--- src/rtl/hazard_pkg.sv ---
// Shared encodings for the pipeline hazard controller: forwarding selects and MDU FSM states.
package hazard_pkg;

    localparam logic [1:0] FWD_RF = 2'b00;
    localparam logic [1:0] FWD_W  = 2'b01;
    localparam logic [1:0] FWD_M  = 2'b10;

    typedef enum logic {
        IDLE,
        MDU_BUSY
    } mdu_state_e;

endpackage

--- src/rtl/hazard_fwd_sel.sv ---
// Forwarding source select for one execute operand; M result wins over W, x0 never forwards.
module hazard_fwd_sel
    import hazard_pkg::*;
#(
    parameter int REG_AW = 5
) (
    input  logic [REG_AW-1:0] src_i,
    input  logic [REG_AW-1:0] rd_m_i,
    input  logic [REG_AW-1:0] rd_w_i,
    input  logic              we_m_i,
    input  logic              we_w_i,
    output logic [1:0]        sel_o
);

    logic src_nz;
    assign src_nz = (src_i != '0);

    always_comb begin
        sel_o = FWD_RF;
        if (src_nz && we_m_i && (rd_m_i == src_i)) begin
            sel_o = FWD_M;
        end else if (src_nz && we_w_i && (rd_w_i == src_i)) begin
            sel_o = FWD_W;
        end
    end

endmodule

--- src/rtl/hazard_ctrl.sv ---
// Stall/flush/forward control for the 5-stage pipeline; MDU occupancy FSM built only when
// HAZ_MDU_EN is defined (otherwise mdu_start_E is ignored and no flops exist).
module hazard_ctrl
    import hazard_pkg::*;
#(
    parameter int REG_AW  = 5,
    parameter int MDU_LAT = 4
) (
    input  logic              clk,
    input  logic              rst,
    input  logic [REG_AW-1:0] rs1_D,
    input  logic [REG_AW-1:0] rs2_D,
    input  logic [REG_AW-1:0] rs1_E,
    input  logic [REG_AW-1:0] rs2_E,
    input  logic [REG_AW-1:0] rd_E,
    input  logic [REG_AW-1:0] rd_M,
    input  logic [REG_AW-1:0] rd_W,
    input  logic              reg_write_M,
    input  logic              reg_write_W,
    input  logic              load_E,
    input  logic              pc_src_E,
    input  logic              mem_req_M,
    input  logic              mem_ready_M,
    input  logic              mdu_start_E,
    output logic [1:0]        forwardAE,
    output logic [1:0]        forwardBE,
    output logic              stallF,
    output logic              stallD,
    output logic              stallE,
    output logic              stallM,
    output logic              flushD,
    output logic              flushE,
    output logic              flushM,
    output logic              flushW,
    output logic              mdu_busy
);

    logic       mem_wait;
    logic       lw_stall;
    logic       mdu_stall;
    logic       mdu_busy_int;
    logic [1:0] fwd_a;
    logic [1:0] fwd_b;

    assign mem_wait = mem_req_M & ~mem_ready_M;
    assign lw_stall = load_E & (rd_E != '0) & ((rd_E == rs1_D) | (rd_E == rs2_D));

    hazard_fwd_sel #(.REG_AW(REG_AW)) u_fwd_a (
        .src_i  (rs1_E),
        .rd_m_i (rd_M),
        .rd_w_i (rd_W),
        .we_m_i (reg_write_M),
        .we_w_i (reg_write_W),
        .sel_o  (fwd_a)
    );

    hazard_fwd_sel #(.REG_AW(REG_AW)) u_fwd_b (
        .src_i  (rs2_E),
        .rd_m_i (rd_M),
        .rd_w_i (rd_W),
        .we_m_i (reg_write_M),
        .we_w_i (reg_write_W),
        .sel_o  (fwd_b)
    );

`ifdef HAZ_MDU_EN
    localparam int CNT_W = $clog2(MDU_LAT);

    mdu_state_e       state_q, state_d;
    logic [CNT_W-1:0] cnt_q, cnt_d;

    always_ff @(posedge clk) begin
        if (rst) begin
            state_q <= IDLE;
            cnt_q   <= '0;
        end else begin
            state_q <= state_d;
            cnt_q   <= cnt_d;
        end
    end

    // The counter keeps running through memory wait states; only the final release waits.
    always_comb begin
        state_d   = state_q;
        cnt_d     = cnt_q;
        mdu_stall = 1'b0;
        if (state_q == IDLE) begin
            if (mdu_start_E && !mem_wait) begin
                mdu_stall = 1'b1;
                state_d   = MDU_BUSY;
                cnt_d     = CNT_W'(MDU_LAT - 2);
            end
        end else begin
            if (cnt_q != '0) begin
                mdu_stall = 1'b1;
                cnt_d     = cnt_q - CNT_W'(1);
            end else if (!mem_wait) begin
                state_d = IDLE;
            end
        end
    end

    assign mdu_busy_int = (state_q == MDU_BUSY);
`else
    logic unused_mdu;
    assign unused_mdu   = &{1'b0, clk, mdu_start_E, (MDU_LAT >= 2)};
    assign mdu_stall    = 1'b0;
    assign mdu_busy_int = 1'b0;
`endif

    always_comb begin
        forwardAE = FWD_RF;
        forwardBE = FWD_RF;
        stallF    = 1'b0;
        stallD    = 1'b0;
        stallE    = 1'b0;
        stallM    = 1'b0;
        flushD    = 1'b0;
        flushE    = 1'b0;
        flushM    = 1'b0;
        flushW    = 1'b0;
        mdu_busy  = 1'b0;
        if (!rst) begin
            forwardAE = fwd_a;
            forwardBE = fwd_b;
            mdu_busy  = mdu_busy_int;
            // A pending branch flush is deferred until memory is ready again.
            if (mem_wait) begin
                stallF = 1'b1;
                stallD = 1'b1;
                stallE = 1'b1;
                stallM = 1'b1;
                flushW = 1'b1;
            end else if (mdu_stall) begin
                stallF = 1'b1;
                stallD = 1'b1;
                stallE = 1'b1;
                flushM = 1'b1;
            end else if (lw_stall) begin
                stallF = 1'b1;
                stallD = 1'b1;
                flushE = 1'b1;
            end else if (pc_src_E) begin
                flushD = 1'b1;
                flushE = 1'b1;
            end
        end
    end

endmodule

--- config.mk ---
export PLATFORM = sky130hd
export DESIGN_NAME = hazard_ctrl
export DESIGN_NICKNAME = d
export VERILOG_FILES = /design/src/rtl/hazard_pkg.sv /design/src/rtl/hazard_fwd_sel.sv /design/src/rtl/hazard_ctrl.sv
export SDC_FILE = /design/constraint.sdc
export NUM_CORES = 1
export LEC_CHECK = 0
export CORE_ASPECT_RATIO = 0.9
export CORE_MARGIN = 3
export CORE_UTILIZATION = 30
export DETAILED_ROUTE_END_ITERATION = 7
export PLACE_DENSITY = 0.9
export SYNTH_ARGS = -nofsm -noshare
export SYNTH_HDL_FRONTEND = slang
export SYNTH_SLANG_ARGS = --single-unit
--- constraint.sdc ---
create_clock -name vclk -period 1.6
set_input_delay 0.24 -clock vclk [all_inputs]
set_output_delay 0.24 -clock vclk [all_outputs]
set_load 0.02 [all_outputs]
==> out/results.ini <==
[run_status]
status=complete, but fails checks
violations=negative setup slack

[route]
wl_per_cell_um=17.3
drt-initial-drc-count=9
wl_mm=2.84
num_vias=778
avgViaCountPerCell=4.74
ant_nets=0
route.detailed.drc=0
firstDrtPassIters=3

[floorplan]
die_h_um=46.3
rows=13
dieArea_um2=2350
fp.dieW_um=50.7
core_um2=1560
ioPinCount=57
start_util_pct=34.6

[sta]
finalSetupViolCount=8
hold_ws_ns=1.01
fin_crit_sh_pct=116
fin_ws_ns=-0.258
fin_crit_ns=1.86
hold_viol_final=0
grt_setup_unrepaired=true
drv_slew=0
fmax_mhz=538
fin_tns_setup_ns=-0.851

[placed_design]
io_buffers=53
dpl_cell_area_um2=1230
dp_cells=157
place_congestion=0.757
hpwl_mm=2.15

[flow_run]
cap_viol_max_count=0

[logic_synthesis]
synth_cell_types=22
netlist_area_um2=541
netlist_instances=68
yosys_warnings=0
syn_area_per_cell_um2=7.95
yosysSeqAreaShare_pct=0

[setup_path]
startpoint_type=primary input
required_ns=1.36
cp.arrival_ns=1.62
path_class=in2out
cp_max_fo=2
cpPeakStageDelay_ns=0.54
cpLargestDelayFamily=simple AND/OR/NAND/NOR gates
path_buf_inv=3
end_kind=primary output
slowest_stage=or4_4
path_cells=buf_6, or4_4, nor2_4, nor4_4, buf_4, nor4_4, buf_4

[worst_hold_path]
hp-class=in2out

[global_routing]
grt_antenna_before_repair=0
grt_max_degree=4
grt_overflow=0
grt_pass1_wl_mm=4.09
grt.total_usage_pct=23.1
grt_pass1_vias=837

[layout]
final_cell_mix=buf_4, xnor2_1, dlygate4sd2_1
fin_cells=164
fin_nets=188
diodes=0
n_clock_buffer=0
drive_gt1_share_pct=51.4
nFlopsAndLatches=0
final_area_um2=1320
regArea_um2=0
area_delta_synth_final_pct=144
final.fill_count=98
final_common_cell=buf_4

[power_and_ir_drop]
pwr_density_cell_nw_per_um2=260
leakagePower_nw=0.572
finalPower_w=0.000344
irDropWorstVdd_mv=0.170

[clock_network]
cts_hold_buffers=0

## logic make-up (layout without fill, tap and decap cells)
logic type,after synthesis,in the layout,synth area share (%)
AOI/OAI and AO/OA,6,6,8.10
buffers and inverters,7,80,8.33
and+or+nand+nor,24,24,34.3
xor gates and xnor gates,30,30,48.6
other,1,2,0.694
## where the power goes
part | leakage [nW] | internal (W) | switching (W)
logic | 0.572 | 0.000194 | 0.000150
clock network | 0 | 0 | 0
registers | 0 | 0 | 0
total | 0.572 | 0.000194 | 0.000150
## path summary, 6_finish.rpt
check / start / slack (ns) / cells after the start / endpoint
worst max-delay path: rs2_E[4] / -0.26 / 7 / forwardBE[0]
worst min-delay path: rd_E[3] / 1.01 / 5 / flushD
## layout make-up
class / instances / area (µm²) / area share [%]
repair buffers: 78 / 663 / 50.2
multi-input cells: 62 / 623 / 47.2
well taps: 22 / 27.5 / 2.08
inverters: 2 / 7.51 / 0.568
## stage by stage
step	util, %	setup WS [ns]
after global routing	84.6	-0.301
after detailed placement	78.5	-0.963
after floorplan	-	0.00231
after global placement	78.5	-0.902
after CTS	83.3	-0.294
final	84.6	-0.258
## synth_stat cells, types with 2 or more instances
cell type | number | area [µm²]
nor2_4 | 2 | 22.5
nand2_1 | 4 | 15.0
nand3_1 | 2 | 10.0
nor4_2 | 4 | 50.1
buf_4 | 5 | 37.5
nand4_1 | 4 | 25.0
or4_4 | 2 | 22.5
inv_1 | 2 | 7.51
xor2_1 | 4 | 35.0
a31o_1 | 2 | 17.5
xnor2_1 | 26 | 228
## per-layer routing
layer  GRT usage (%)  share of wire [%]
met1            25.3                 37
met2            49.0                 59
met3            1.29                1.9
met4            4.84                2.6
met5               0                  0
## tightest hold or removal path, cell delays in order
cell,delay (ns)
buf_6,0.07
or4_4,0.11
o21a_4,0.15
a21boi_2,0.05
buf_4,0.15
## repair_timing
action,CTS,global route
resized for setup,148,9
endpoints found under the setup margin,11,10
setup buffers,5,2
pin swaps,33,14
(Power assumes the default switching activity.)
